===== src/rtl/cp0_regs_pkg.sv =====
// Shared CP0 definitions: register addresses ({rd,sel}) and exception codes.
package cp0_regs_pkg;

  localparam logic [7:0] CP0_BADVADDR = 8'h40;
  localparam logic [7:0] CP0_COUNT    = 8'h48;
  localparam logic [7:0] CP0_COMPARE  = 8'h58;
  localparam logic [7:0] CP0_STATUS   = 8'h60;
  localparam logic [7:0] CP0_CAUSE    = 8'h68;
  localparam logic [7:0] CP0_EPC      = 8'h70;

  typedef enum logic [4:0] {
    EXC_INT  = 5'd0,
    EXC_ADEL = 5'd4,
    EXC_ADES = 5'd5,
    EXC_SYS  = 5'd8,
    EXC_BP   = 5'd9,
    EXC_RI   = 5'd10,
    EXC_OV   = 5'd12
  } exc_code_e;

  // Address-error exceptions are the only ones that capture a faulting address.
  function automatic logic is_addr_exc(input logic [4:0] code);
    return (code == EXC_ADEL) || (code == EXC_ADES);
  endfunction

endpackage


===== src/rtl/cp0_timer.sv =====
// CP0 Count/Compare timer with clock prescaler and sticky timer interrupt.
module cp0_timer #(
  parameter int COUNT_DIV = 2
) (
  input  logic        clk,
  input  logic        reset,
  input  logic        count_load,
  input  logic [31:0] count_wdata,
  input  logic        compare_load,
  input  logic [31:0] compare_wdata,
  output logic [31:0] count,
  output logic [31:0] compare,
  output logic        ti
);

  localparam int PW = (COUNT_DIV > 1) ? $clog2(COUNT_DIV) : 1;
  localparam logic [PW-1:0] PRESC_LAST = PW'(COUNT_DIV - 1);

  logic [PW-1:0] presc_q, presc_d;
  logic [31:0]   count_q, count_d;
  logic [31:0]   compare_q, compare_d;
  logic          ti_q, ti_d;
  logic          tick;
  logic [31:0]   count_inc;

  // Next-state: a Count load restarts the prescaler; a Compare load clears TI last so it wins.
  always_comb begin
    presc_d   = presc_q;
    count_d   = count_q;
    compare_d = compare_q;
    ti_d      = ti_q;
    tick      = (presc_q == PRESC_LAST);
    count_inc = count_q + 32'd1;
    if (count_load) begin
      count_d = count_wdata;
      presc_d = '0;
    end else if (tick) begin
      presc_d = '0;
      count_d = count_inc;
      if (count_inc == compare_q) begin
        ti_d = 1'b1;
      end
    end else begin
      presc_d = presc_q + 1'b1;
    end
    if (compare_load) begin
      compare_d = compare_wdata;
      ti_d      = 1'b0;
    end
  end

  // Timer state registers.
  always_ff @(posedge clk or posedge reset) begin
    if (reset) begin
      presc_q   <= '0;
      count_q   <= '0;
      compare_q <= '0;
      ti_q      <= 1'b0;
    end else begin
      presc_q   <= presc_d;
      count_q   <= count_d;
      compare_q <= compare_d;
      ti_q      <= ti_d;
    end
  end

  assign count   = count_q;
  assign compare = compare_q;
  assign ti      = ti_q;

endmodule


===== src/rtl/cp0_regs.sv =====
// CP0 register file: Status/Cause/EPC/BadVAddr, exception/ERET commit and interrupt request.
module cp0_regs
  import cp0_regs_pkg::*;
#(
  parameter int          HW_INT_NUM = 6,
  parameter int          COUNT_DIV  = 2,
  parameter logic [31:0] EXC_VECTOR = 32'hbfc00380
) (
  input  logic                  clk,
  input  logic                  reset,
  input  logic                  mtc0_we,
  input  logic [7:0]            mtc0_addr,
  input  logic [31:0]           mtc0_wdata,
  input  logic [7:0]            mfc0_addr,
  output logic [31:0]           mfc0_rdata,
  input  logic                  exc_valid,
  input  logic [4:0]            exc_code,
  input  logic [31:0]           exc_pc,
  input  logic                  exc_bd,
  input  logic [31:0]           exc_badvaddr,
  input  logic                  eret,
  input  logic [HW_INT_NUM-1:0] hw_int,
  output logic                  int_req,
  output logic                  exc_flush,
  output logic [31:0]           flush_pc,
  output logic                  status_exl,
  output logic [31:0]           epc
);

  logic        exl_q, exl_d;
  logic        ie_q, ie_d;
  logic [7:0]  im_q, im_d;
  logic        bd_q, bd_d;
  logic [4:0]  exc_code_q, exc_code_d;
  logic [31:0] epc_q, epc_d;
  logic [31:0] badvaddr_q, badvaddr_d;
  logic [1:0]  ip_sw_q, ip_sw_d;
  logic [5:0]  ip_hw_q, ip_hw_d;
  logic [5:0]  hw_pad;
  logic [7:0]  ip;
  logic        count_load, compare_load;
  logic [31:0] count, compare;
  logic        ti;

  cp0_timer #(.COUNT_DIV(COUNT_DIV)) u_timer (
    .clk           (clk),
    .reset         (reset),
    .count_load    (count_load),
    .count_wdata   (mtc0_wdata),
    .compare_load  (compare_load),
    .compare_wdata (mtc0_wdata),
    .count         (count),
    .compare       (compare),
    .ti            (ti)
  );

  // Widen the external interrupt lines to six; lines beyond HW_INT_NUM stay zero.
  always_comb begin
    hw_pad = '0;
    hw_pad[HW_INT_NUM-1:0] = hw_int;
  end

  // Commit priority: exception, then ERET, then mtc0; lower actions are dropped.
  always_comb begin
    exl_d        = exl_q;
    ie_d         = ie_q;
    im_d         = im_q;
    bd_d         = bd_q;
    exc_code_d   = exc_code_q;
    epc_d        = epc_q;
    badvaddr_d   = badvaddr_q;
    ip_sw_d      = ip_sw_q;
    ip_hw_d      = hw_pad;
    count_load   = 1'b0;
    compare_load = 1'b0;
    if (exc_valid) begin
      if (!exl_q) begin
        epc_d = exc_bd ? (exc_pc - 32'd4) : exc_pc;
        bd_d  = exc_bd;
      end
      exl_d      = 1'b1;
      exc_code_d = exc_code;
      if (is_addr_exc(exc_code)) begin
        badvaddr_d = exc_badvaddr;
      end
    end else if (eret) begin
      exl_d = 1'b0;
    end else if (mtc0_we) begin
      // BadVAddr is read-only from software.
      case (mtc0_addr)
        CP0_STATUS: begin
          im_d  = mtc0_wdata[15:8];
          exl_d = mtc0_wdata[1];
          ie_d  = mtc0_wdata[0];
        end
        CP0_CAUSE:   ip_sw_d      = mtc0_wdata[9:8];
        CP0_EPC:     epc_d        = mtc0_wdata;
        CP0_COUNT:   count_load   = 1'b1;
        CP0_COMPARE: compare_load = 1'b1;
        default:     ;
      endcase
    end
  end

  // Architectural register state.
  always_ff @(posedge clk or posedge reset) begin
    if (reset) begin
      exl_q      <= 1'b0;
      ie_q       <= 1'b0;
      im_q       <= '0;
      bd_q       <= 1'b0;
      exc_code_q <= '0;
      epc_q      <= '0;
      badvaddr_q <= '0;
      ip_sw_q    <= '0;
      ip_hw_q    <= '0;
    end else begin
      exl_q      <= exl_d;
      ie_q       <= ie_d;
      im_q       <= im_d;
      bd_q       <= bd_d;
      exc_code_q <= exc_code_d;
      epc_q      <= epc_d;
      badvaddr_q <= badvaddr_d;
      ip_sw_q    <= ip_sw_d;
      ip_hw_q    <= ip_hw_d;
    end
  end

  // IP[7] merges the timer interrupt with the sixth hardware line.
  assign ip = {ti | ip_hw_q[5], ip_hw_q[4:0], ip_sw_q};

  // Register read port; returns pre-edge values for same-cycle writes.
  always_comb begin
    mfc0_rdata = '0;
    case (mfc0_addr)
      CP0_BADVADDR: mfc0_rdata = badvaddr_q;
      CP0_COUNT:    mfc0_rdata = count;
      CP0_COMPARE:  mfc0_rdata = compare;
      CP0_STATUS:   mfc0_rdata = {9'b0, 1'b1, 6'b0, im_q, 6'b0, exl_q, ie_q};
      CP0_CAUSE:    mfc0_rdata = {bd_q, ti, 14'b0, ip, 1'b0, exc_code_q, 2'b0};
      CP0_EPC:      mfc0_rdata = epc_q;
      default:      mfc0_rdata = '0;
    endcase
  end

  assign int_req    = ie_q & ~exl_q & (|(ip & im_q));
  assign exc_flush  = exc_valid | eret;
  assign flush_pc   = exc_valid ? EXC_VECTOR : epc_q;
  assign status_exl = exl_q;
  assign epc        = epc_q;

endmodule


===== config.mk =====
export PLATFORM = sky130hd
export DESIGN_NAME = cp0_regs
export DESIGN_NICKNAME = d
export VERILOG_FILES = /design/src/rtl/cp0_regs_pkg.sv /design/src/rtl/cp0_timer.sv /design/src/rtl/cp0_regs.sv
export SDC_FILE = /design/constraint.sdc
export NUM_CORES = 1
export LEC_CHECK = 0
export ABC_AREA = 1
export BUFFER_PORTS_ARGS = -buffer_cell sky130_fd_sc_hd__buf_2
export CAP_MARGIN = 10
export CELL_PAD_IN_SITES_DETAIL_PLACEMENT = 0
export CELL_PAD_IN_SITES_GLOBAL_PLACEMENT = 1
export CORE_MARGIN = 4
export CORE_UTILIZATION = 35
export DETAILED_ROUTE_END_ITERATION = 12
export PLACE_DENSITY_LB_ADDON = 0.1
export SYNTH_ARGS = -nofsm -noshare
export SYNTH_HDL_FRONTEND = slang
export SYNTH_SLANG_ARGS = --single-unit

===== constraint.sdc =====
create_clock -name clk -period 7.9 [get_ports clk]
set_input_delay 1.185 -clock clk [delete_from_list [all_inputs] [get_ports clk]]
set_output_delay 1.185 -clock clk [all_outputs]
set_load 0.01 [all_outputs]

==> impl_results.html, run 1 <==
<table>
<tr><th>Metric</th><th>Value</th></tr>
<tr><th colspan="2">Outcome</th></tr>
<tr><td>Result of the run</td><td>finished, final reports clean</td></tr>
<tr><th colspan="2">CTS</th></tr>
<tr><td>Number of clock buffers inserted by TritonCTS</td><td>17</td></tr>
<tr><td>Clock latency of the later-clocked register in the worst-skew pair</td><td>440 ps</td></tr>
<tr><td>Hold buffer count at cts</td><td>0</td></tr>
<tr><td>Clock-pin transition on the worst setup and hold timing paths</td><td>70 ps</td></tr>
<tr><td>Max H-tree Level</td><td>4</td></tr>
<tr><td>Post-CTS Setup Bufs</td><td>0</td></tr>
<tr><td>Clk sink count</td><td>154</td></tr>
<tr><td>Number of buffers on the longest clock path</td><td>2</td></tr>
<tr><td>Resized Gates After CTS</td><td>0</td></tr>
<tr><td>Clock tree from TritonCTS</td><td>done</td></tr>
<tr><td>CTS Root Cell</td><td>sky130_fd_sc_hd__clkbuf_16</td></tr>
<tr><th colspan="2">Cells and area</th></tr>
<tr><td>Commonest cells after routing, fill and taps aside</td><td>sky130_fd_sc_hd__nand2_1, sky130_fd_sc_hd__buf_2, sky130_fd_sc_hd__inv_1, sky130_fd_sc_hd__dfrtp_1, sky130_fd_sc_hd__nor2_1</td></tr>
<tr><td>Share of layout cells above drive strength 1</td><td>21.6%</td></tr>
<tr><td>Total number of nets in the final design</td><td>1701</td></tr>
<tr><td>Syn-to-layout area delta</td><td>21.7%</td></tr>
<tr><td>Most common library cell in the layout ignoring fill and taps</td><td>sky130_fd_sc_hd__nand2_1</td></tr>
<tr><td>Total of fill cells in the finished design</td><td>2920</td></tr>
<tr><th colspan="2">Critical path</th></tr>
<tr><td>Biggest fanout along the worst timing path</td><td>25</td></tr>
<tr><td>Category of the worst setup path capture point</td><td>output port</td></tr>
<tr><td>Critical path launch point type</td><td>input port</td></tr>
<tr><td>Worst path cell trace</td><td>buf_2, or2_2, nor2_2, inv_1, nor2_1, nand2_1, inv_1, a221oi_1, o21ai_0, buf_2</td></tr>
<tr><td>Worst path max stage delay</td><td>540 ps</td></tr>
<tr><td>Crit Path Class</td><td>input port to output port</td></tr>
<tr><td>Worst Path Arrival</td><td>3590 ps</td></tr>
<tr><td>Worst-case reg-to-reg path depth</td><td>15</td></tr>
<tr><td>Data required time at the worst endpoint</td><td>6710 ps</td></tr>
<tr><td>Slowest-stage cell, CP</td><td>sky130_fd_sc_hd__inv_1</td></tr>
<tr><th colspan="2">Timing</th></tr>
<tr><td>Worst Tran Pin Value</td><td>1070 ps</td></tr>
<tr><td>Unrepaired setup endpoints after global routing</td><td>false</td></tr>
<tr><td>Post-route setup TNS</td><td>0 ps</td></tr>
<tr><td>Worst clock skew on the final layout</td><td>16.6 ps</td></tr>
<tr><td>Fin. max-slew vios</td><td>0</td></tr>
<tr><td>Period utilization</td><td>60.4%</td></tr>
<tr><td>Setup violations, final</td><td>0</td></tr>
<tr><td>Shortest clock period the worst path allows after layout</td><td>4770 ps</td></tr>
<tr><td>Final hold viol count</td><td>0</td></tr>
<tr><td>FMAX</td><td>210 MHz</td></tr>
<tr><td>Relative slew margins</td><td>27.9%</td></tr>
<tr><th colspan="2">Power</th></tr>
<tr><td>Internal power contribution</td><td>1580 uW</td></tr>
<tr><td>Total power draw</td><td>2520 uW</td></tr>
<tr><td>Reported net switching power</td><td>945 uW</td></tr>
<tr><td>Sequential Power Share</td><td>40.9%</td></tr>
<tr><td>Power density normalized to cell area</td><td>212 nW/um2</td></tr>
<tr><td>Sw frac</td><td>37.4%</td></tr>
<tr><td>Clock network power share</td><td>33.9%</td></tr>
<tr><td>Peak supply drop</td><td>156 uV</td></tr>
<tr><td>Combinational group share of total power</td><td>25.2%</td></tr>
<tr><td>Static Leakage</td><td>0.00588 uW</td></tr>
<tr><th colspan="2">Global routing</th></tr>
<tr><td>Total congestion overflow</td><td>0</td></tr>
<tr><td>Initial antenna violation count</td><td>4</td></tr>
<tr><td>Total routing usage reported by global routing</td><td>26.0%</td></tr>
<tr><td>Vias in the first global route</td><td>9734</td></tr>
<tr><td>Global-route wire length before repair</td><td>60600 um</td></tr>
<tr><td>Largest net degree at the start of global routing</td><td>84</td></tr>
<tr><th colspan="2">Logic synthesis</th></tr>
<tr><td>Post-Syn Nets</td><td>1490</td></tr>
<tr><td>Average cell area after synthesis</td><td>7.22 um2</td></tr>
<tr><td>Post-synthesis cell count</td><td>1359</td></tr>
<tr><td>Synth Warn #</td><td>0</td></tr>
<tr><td>Yosys cell types</td><td>46</td></tr>
<tr><td>Count of flip-flops with a built-in enable after synthesis</td><td>0</td></tr>
<tr><td>Register area share after synthesis</td><td>39.3%</td></tr>
<tr><td>Seq cells post-synth</td><td>154</td></tr>
<tr><td>Top_reg_cell synth</td><td>sky130_fd_sc_hd__dfrtp_1</td></tr>
<tr><td>Async S/R FF share, synth</td><td>100%</td></tr>
<tr><td>Cell Area, Synth</td><td>9810 um2</td></tr>
<tr><th colspan="2">Floorplan</th></tr>
<tr><td>Core Box Area</td><td>27700 um2</td></tr>
<tr><td>Effective utilization at floorplan</td><td>35.4%</td></tr>
<tr><td>Die boundary width</td><td>175 um</td></tr>
<tr><td>Ports</td><td>228</td></tr>
<tr><td>DIE HEIGHT</td><td>175 um</td></tr>
<tr><td>Number of standard-cell rows in the floorplan</td><td>61</td></tr>
<tr><td>Total die area</td><td>30800 um2</td></tr>
<tr><th colspan="2">Routing</th></tr>
<tr><td>Number of remaining DRC errors</td><td>0</td></tr>
<tr><td>Number of vias after detailed routing</td><td>10055</td></tr>
<tr><td>Via-to-Cell Ratio</td><td>5.12</td></tr>
<tr><td>Final WL</td><td>40400 um</td></tr>
<tr><td>Final routed wire length divided by cell count</td><td>20.6 um</td></tr>
<tr><td>Antenna-violating nets left</td><td>0</td></tr>
<tr><td>First-pass detailed-route iteration total</td><td>5</td></tr>
<tr><td>Initial drt markers</td><td>835</td></tr>
<tr><th colspan="2">Flow run</th></tr>
<tr><td>Max-Cap Viols</td><td>0</td></tr>
<tr><th colspan="2">Placement</th></tr>
<tr><td>GP Congestion</td><td>0.925</td></tr>
<tr><td>Port Buffers</td><td>227</td></tr>
<tr><td>HPWL after detailed placement</td><td>32100 um</td></tr>
<tr><th colspan="2">Min path</th></tr>
<tr><td>Hold Path Depth</td><td>2</td></tr>
<tr><td>Path category of the worst min-delay check</td><td>register to register</td></tr>
</table>
[path summary, 6_finish.rpt]
| path | end | startpoint | slack (ps) |
|---|---|---|---|
| max | mfc0_rdata[19] | mfc0_addr[1] | 3130 |
| min | exc_code_q[2]$_DFFE_PP0P_ | exc_code_q[2]$_DFFE_PP0P_ | 490 |
| max reg2reg | u_timer.ti$_DFFE_PP0P_ | u_timer.count[1]$_DFFE_PP0N_ | 5530 |
| min reg2reg | exc_code_q[2]$_DFFE_PP0P_ | exc_code_q[2]$_DFFE_PP0P_ | 490 |
| max in group asynchronous | u_timer.compare[5]$_DFFE_PP0P_ | reset | 5490 |
| min in group asynchronous | u_timer.compare[7]$_DFFE_PP0P_ | reset | 900 |
[cell type report]
type | instances | area (um2) | share of cell area (%)
clock buffer | 17 | 425 | 3.56
multi-input combinational | 967 | 5060 | 42.4
tap | 378 | 473 | 3.96
inverter | 191 | 722 | 6.05
timing repair buffer | 239 | 1230 | 10.3
clock inverter | 15 | 174 | 1.46
sequential | 154 | 3850 | 32.3
antenna | 2 | 5.00 | 0.0419
[routing by layer]
layer	GRT usage (%)	up-vias	part of all wire [%]
met4	5.73	8	1.7
met5	0	-	0.11
li1	-	4917	-
met2	38.7	301	43
met1	39.0	4789	49
met3	5.64	40	6.3
[synth_stat cells (all sizes together), types with 2 or more instances]
| master | instances | area share [%] |
|---|---|---|
| nand3 | 103 | 5.5 |
| o221ai | 31 | 2.8 |
| o22ai | 12 | 0.77 |
| nand3b | 2 | 0.15 |
| inv | 189 | 7.2 |
| a221oi | 28 | 2.5 |
| o21ai | 107 | 5.5 |
| o2111ai | 2 | 0.18 |
| ha | 2 | 0.26 |
| or2 | 4 | 0.26 |
| nand2 | 377 | 15 |
| clkinv | 2 | 0.077 |
| clkbuf | 32 | 1.2 |
| nor4 | 3 | 0.26 |
| nor2 | 156 | 7.0 |
| nor3 | 7 | 0.41 |
| buf | 15 | 0.64 |
| xnor2 | 9 | 0.80 |
| a22oi | 8 | 0.61 |
| xor2 | 17 | 1.5 |
| nand4 | 14 | 0.89 |
| mux2 | 32 | 3.7 |
| o211ai | 21 | 1.6 |
| dfrtp | 154 | 39 |
| a21oi | 25 | 1.3 |
[worst max-delay path, delay by kind of cell]
kind	cells	cell delay, ps
simple gates	4	1150
buf+inv	4	910
compound gates	2	330
[state kept, by name (all words and copies together) (netlist names)]
signal,flops
epc,32
exc_code_q,5
u_timer.count,32
status_exl,1
ip_hw_q,6
ie_q,1
ip_sw_q,2
im_q,8
u_timer.ti,1
u_timer.presc_q,1
bd_q,1
badvaddr_q,32
u_timer.compare,32
[kinds of logic (layout without fill, tap and decap cells)]
group           count (synthesis)  after routing  synth area share (%)
simple gates                  669            669                  29.5
buf+inv                       238            462                  9.17
compound gates                237            237                  15.5
flops                         154            154                  39.3
mux                            32             32                  3.67
xor+xnor                       27             27                  2.56
fa+ha+maj                       2              2                 0.255
other cells                     0              2                     0
[power by group through the flow]
stage	clock (uW)	combinational, uW	sequential (uW)
6_report	855	636	1030
5_1_grt	902	714	1050
4_1_cts	870	639	1030
3_5_place_dp	0	637	1040
3_3_place_gp	0	633	1050
2_1_floorplan	0	403	1010
[metrics by stage]
stage	setup WS, ps	area, um2	util (%)	cells	hold slack [ps]
after floorplan	2570	9810	-	1359	442
after global placement	3110	11300	40.9	1929	464
after detailed placement	3110	11300	40.9	1929	463
after CTS	3100	11900	43.1	1961	485
after global routing	2910	11900	43.1	1961	499
final	3130	11900	43.1	1963	485
Power figures use the tool's default switching activity.
==> run 2, diff against run 1 <==
Settings changed: ABC_AREA 1 to 0.
Clock period 7.9 ns to 4.9 ns, I/O delays scaled along.
==> run 2 against run 1 <==
Highest routed layer unchanged. Clock skew increased by 3.1 ps. Sequential share of layout area increased by 1.2 points. Wire length decreased by 20%. Flip-flop and latch count unchanged. Cell count decreased by 23%.
==> impl_results.html, run 2 <==
<table>
<tr><th>Metric</th><th>Value</th></tr>
<tr><th colspan="2">Placement</th></tr>
<tr><td>DP Area</td><td>10900 um2 (-3.9%)</td></tr>
<tr><td>GP Congestion</td><td>0.848 (-8.4%)</td></tr>
<tr><td># placed instances</td><td>1488 (-23%)</td></tr>
<tr><td>Port Buffers</td><td>227 (unchanged)</td></tr>
<tr><td>Pre-CTS WS</td><td>1340 ps (-1770 ps)</td></tr>
<tr><td>HPWL after detailed placement</td><td>24100 um (-25%)</td></tr>
<tr><th colspan="2">Logic synthesis</th></tr>
<tr><td>Post-synthesis cell count</td><td>982 (-28%)</td></tr>
<tr><td>Cell with the most instances after synthesis</td><td>sky130_fd_sc_hd__dfrtp_1</td></tr>
<tr><td>Cell Area, Synth</td><td>9470 um2 (-3.4%)</td></tr>
<tr><td>Async S/R FF share, synth</td><td>100% (unchanged)</td></tr>
<tr><td>Cell taking the most area after synthesis</td><td>sky130_fd_sc_hd__dfrtp_1</td></tr>
<tr><td>Count of flip-flops with a built-in enable after synthesis</td><td>0 (unchanged)</td></tr>
<tr><td>Cell types occupying the most area after synthesis</td><td>sky130_fd_sc_hd__dfrtp_1, sky130_fd_sc_hd__mux2_2, sky130_fd_sc_hd__xor2_1, sky130_fd_sc_hd__nand2_1, sky130_fd_sc_hd__o21ai_0</td></tr>
<tr><td>Top cell types by occurrence after synthesis</td><td>sky130_fd_sc_hd__dfrtp_1, sky130_fd_sc_hd__nand2_1, sky130_fd_sc_hd__o21ai_0</td></tr>
<tr><td>Top_reg_cell synth</td><td>sky130_fd_sc_hd__dfrtp_1</td></tr>
<tr><td>Fraction of synthesized cell area taken by the top area cell type</td><td>40.7% (+1.4 points)</td></tr>
<tr><td>Post-Syn Nets</td><td>1113 (-25%)</td></tr>
<tr><td>Register area share after synthesis</td><td>40.7% (+1.4 points)</td></tr>
<tr><td>Average cell area after synthesis</td><td>9.64 um2 (+34%)</td></tr>
<tr><td>Seq cells post-synth</td><td>154 (unchanged)</td></tr>
<tr><td>Synth Warn #</td><td>0 (unchanged)</td></tr>
<tr><td>Yosys cell types</td><td>67 (+46%)</td></tr>
<tr><th colspan="2">Timing</th></tr>
<tr><td>Setup violations, final</td><td>0 (unchanged)</td></tr>
<tr><td>FMAX</td><td>281 MHz</td></tr>
<tr><td>Worst clock skew on the final layout</td><td>19.7 ps (+3.07 ps)</td></tr>
<tr><td>Unrepaired setup endpoints after global routing</td><td>false</td></tr>
<tr><td>Worst Tran Pin Value</td><td>828 ps (-245 ps)</td></tr>
<tr><td>Post-route setup TNS</td><td>0 ps (unchanged)</td></tr>
<tr><td>Period utilization</td><td>72.6%</td></tr>
<tr><td>Shortest clock period the worst path allows after layout</td><td>3560 ps</td></tr>
<tr><td>Final setup margin</td><td>1340 ps (-1790 ps)</td></tr>
<tr><td>Relative slew margins</td><td>44.8% (+17 points)</td></tr>
<tr><td>Final hold viol count</td><td>0 (unchanged)</td></tr>
<tr><td>Fin. max-slew vios</td><td>0 (unchanged)</td></tr>
<tr><th colspan="2">Global routing</th></tr>
<tr><td>Initial antenna violation count</td><td>1 (-3)</td></tr>
<tr><td>Total congestion overflow</td><td>0 (unchanged)</td></tr>
<tr><td>Global-route wire length before repair</td><td>49100 um (-19%)</td></tr>
<tr><td>Vias in the first global route</td><td>8017 (-18%)</td></tr>
<tr><td>Largest net degree at the start of global routing</td><td>88 (+4.8%)</td></tr>
<tr><td>Total routing usage reported by global routing</td><td>21.7% (-4.3 points)</td></tr>
<tr><th colspan="2">Power</th></tr>
<tr><td>Static Leakage</td><td>0.00537 uW (-8.7%)</td></tr>
<tr><td>Sw frac</td><td>31.3% (-6.1 points)</td></tr>
<tr><td>Peak supply drop</td><td>230 uV (+48%)</td></tr>
<tr><td>Combinational group share of total power</td><td>17.2% (-8.0 points)</td></tr>
<tr><td>Internal power contribution</td><td>2560 uW (+62%)</td></tr>
<tr><td>Clock network power share</td><td>38.8% (+4.9 points)</td></tr>
<tr><td>Reported net switching power</td><td>1170 uW (+24%)</td></tr>
<tr><td>Sequential Power Share</td><td>44.1% (+3.2 points)</td></tr>
<tr><td>Power density normalized to cell area</td><td>323 nW/um2 (+53%)</td></tr>
<tr><th colspan="2">CTS</th></tr>
<tr><td>Hold buffer count at cts</td><td>0 (unchanged)</td></tr>
<tr><td>Clock latency of the later-clocked register in the worst-skew pair</td><td>450 ps (about the same)</td></tr>
<tr><td>Max H-tree Level</td><td>4 (unchanged)</td></tr>
<tr><td>CTS Root Cell</td><td>sky130_fd_sc_hd__clkbuf_16</td></tr>
<tr><td>Resized Gates After CTS</td><td>0 (unchanged)</td></tr>
<tr><td>Clk sink count</td><td>154 (unchanged)</td></tr>
<tr><td>Number of buffers on the longest clock path</td><td>2 (unchanged)</td></tr>
<tr><td>Post-CTS Setup Bufs</td><td>0 (unchanged)</td></tr>
<tr><td>Number of clock buffers inserted by TritonCTS</td><td>17 (unchanged)</td></tr>
<tr><td>Clock tree from TritonCTS</td><td>done</td></tr>
<tr><td>Clock-pin transition on the worst setup and hold timing paths</td><td>70 ps (about the same)</td></tr>
<tr><th colspan="2">Cells and area</th></tr>
<tr><td>Most common library cell in the layout ignoring fill and taps</td><td>sky130_fd_sc_hd__buf_2</td></tr>
<tr><td>Final design area excluding fillers</td><td>11500 um2 (-3.5%)</td></tr>
<tr><td>Commonest cells after routing, fill and taps aside</td><td>sky130_fd_sc_hd__buf_2, sky130_fd_sc_hd__dfrtp_1, sky130_fd_sc_hd__nand2_1, sky130_fd_sc_hd__o21ai_0, sky130_fd_sc_hd__mux2_2</td></tr>
<tr><td>Syn-to-layout area delta</td><td>21.7% (about the same)</td></tr>
<tr><td>Share of layout cells above drive strength 1</td><td>33.2% (+12 points)</td></tr>
<tr><td>ANT cells</td><td>0 (-2)</td></tr>
<tr><td>Total number of nets in the final design</td><td>1303 (-23%)</td></tr>
<tr><td>Post-layout util</td><td>43.7% (+0.63 points)</td></tr>
<tr><td>Non-Filler Instances</td><td>1520 (-23%)</td></tr>
<tr><th colspan="2">Routing</th></tr>
<tr><td>Final routed wire length divided by cell count</td><td>21.2 um (+3.1%)</td></tr>
<tr><td>Initial drt markers</td><td>505 (-40%)</td></tr>
<tr><td>Number of remaining DRC errors</td><td>0 (unchanged)</td></tr>
<tr><td>Final WL</td><td>32200 um (-20%)</td></tr>
<tr><td>Number of vias after detailed routing</td><td>8241 (-18%)</td></tr>
<tr><td>First-pass detailed-route iteration total</td><td>6 (+1)</td></tr>
<tr><td>Via-to-Cell Ratio</td><td>5.42 (+5.8%)</td></tr>
<tr><td>Antenna-violating nets left</td><td>0 (unchanged)</td></tr>
<tr><th colspan="2">Floorplan</th></tr>
<tr><td>Total die area</td><td>29700 um2 (-3.3%)</td></tr>
<tr><td>Die boundary width</td><td>172 um (-1.7%)</td></tr>
<tr><td>Core Box Area</td><td>26400 um2 (-4.9%)</td></tr>
<tr><td>DIE HEIGHT</td><td>172 um (-1.7%)</td></tr>
<tr><td>Effective utilization at floorplan</td><td>35.9% (+0.53 points)</td></tr>
<tr><td>Number of standard-cell rows in the floorplan</td><td>59 (-3.3%)</td></tr>
<tr><td>Ports</td><td>228 (unchanged)</td></tr>
<tr><th colspan="2">Outcome</th></tr>
<tr><td>Result of the run</td><td>finished, final reports clean</td></tr>
<tr><th colspan="2">Critical path</th></tr>
<tr><td>Start of the worst register-to-register path</td><td>u_timer.count[0]$_DFFE_PP0N_</td></tr>
<tr><td>Category of the worst setup path capture point</td><td>output port</td></tr>
<tr><td>Data required time at the worst endpoint</td><td>4160 ps (-2550 ps)</td></tr>
<tr><td>Worst Path Arrival</td><td>2820 ps (-770 ps)</td></tr>
<tr><td>Biggest fanout along the worst timing path</td><td>17 (-32%)</td></tr>
<tr><td>Worst setup path endpoint</td><td>mfc0_rdata[4]</td></tr>
<tr><td>Worst-case reg-to-reg path depth</td><td>8 (-7)</td></tr>
<tr><td>Capture instance of the worst register-to-register path</td><td>u_timer.ti$_DFFE_PP0P_</td></tr>
<tr><td>Crit Path Class</td><td>input port to output port</td></tr>
<tr><td>Startpoint of the most critical setup path</td><td>mfc0_addr[1]</td></tr>
<tr><td>Register-to-register setup slack</td><td>1800 ps (-3730 ps)</td></tr>
<tr><td>Critical path launch point type</td><td>input port</td></tr>
<tr><th colspan="2">Min path</th></tr>
<tr><td>Path category of the worst min-delay check</td><td>input port to register</td></tr>
<tr><th colspan="2">Flow run</th></tr>
<tr><td>Max-Cap Viols</td><td>0 (unchanged)</td></tr>
</table>
## run 2: cell count changes after synthesis, sizes merged, moves of 40 or more
cell,delta
nand3,-78
inv,-180
xor2,+40
nor2,-110
nand2,-264
mux2,+49
## run 2: layout make-up
class,count,area [um2]
clock inverter,15,201
clock buffer,17,425
sequential,154,3850
tap,335,419
inverter,9,38.8
multi-input combinational,744,5290
fill,2634,14800
timing repair buffer,246,1290
## run 2: worst min-delay path by stage
stage               slack, ps                       start                    endpoint  depth (start not counted)
floorplan                 480  badvaddr_q[31]$_DFFE_PP0P_  badvaddr_q[31]$_DFFE_PP0P_                          1
global placement          490   badvaddr_q[2]$_DFFE_PP0P_   badvaddr_q[2]$_DFFE_PP0P_                          1
detailed placement        490  badvaddr_q[13]$_DFFE_PP0P_  badvaddr_q[13]$_DFFE_PP0P_                          1
CTS                       390                   hw_int[3]        ip_hw_q[3]$_DFF_PP0_                          1
global route              380                   hw_int[3]        ip_hw_q[3]$_DFF_PP0_                          1
finish                    400                   hw_int[3]        ip_hw_q[3]$_DFF_PP0_                          1
## run 2: layer usage
| layer | global-route usage (%) | share of wire, % |
|---|---|---|
| met1 | 30.1 | 46 |
| met2 | 35.4 | 48 |
| met3 | 3.59 | 4.1 |
| met4 | 5.50 | 1.5 |
| met5 | 0 | 0.040 |
## run 2: power groups by stage
stage / logic, uW / registers (uW) / clock network (uW)
floorplan: 478 / 1560 / 0
global placement: 645 / 1660 / 0
detailed placement: 651 / 1670 / 0
CTS: 654 / 1640 / 1480
global route: 720 / 1670 / 1530
finish: 641 / 1640 / 1440
## run 2: kinds of logic after synthesis
family	after synthesis	share of synthesized area (%)
adder cells (fa/ha/maj)	2	0.264
multiplexers	113	13.0
XOR/XNOR	100	9.25
AND/OR/NAND/NOR	326	18.5
flip-flops	154	40.7
buffers and inverters	84	3.71
AO/OA/AOI/OAI	203	14.5
## run 2: stage by stage
step	hold slack (ps)	total power [uW]
detailed placement	493	2320
global route	382	3920
floorplan	478	2030
finish	403	3730
CTS	386	3770
global placement	486	2310
## run 2: worst max-delay path: stages
cell                      delay [ps]
sky130_fd_sc_hd__buf_2           100
sky130_fd_sc_hd__nor4_1          260
sky130_fd_sc_hd__nand2_1         330
sky130_fd_sc_hd__nor2_1          350
sky130_fd_sc_hd__and2_1          360
sky130_fd_sc_hd__buf_4           330
sky130_fd_sc_hd__a22oi_1         110
sky130_fd_sc_hd__nand2_1         100
sky130_fd_sc_hd__buf_2           130
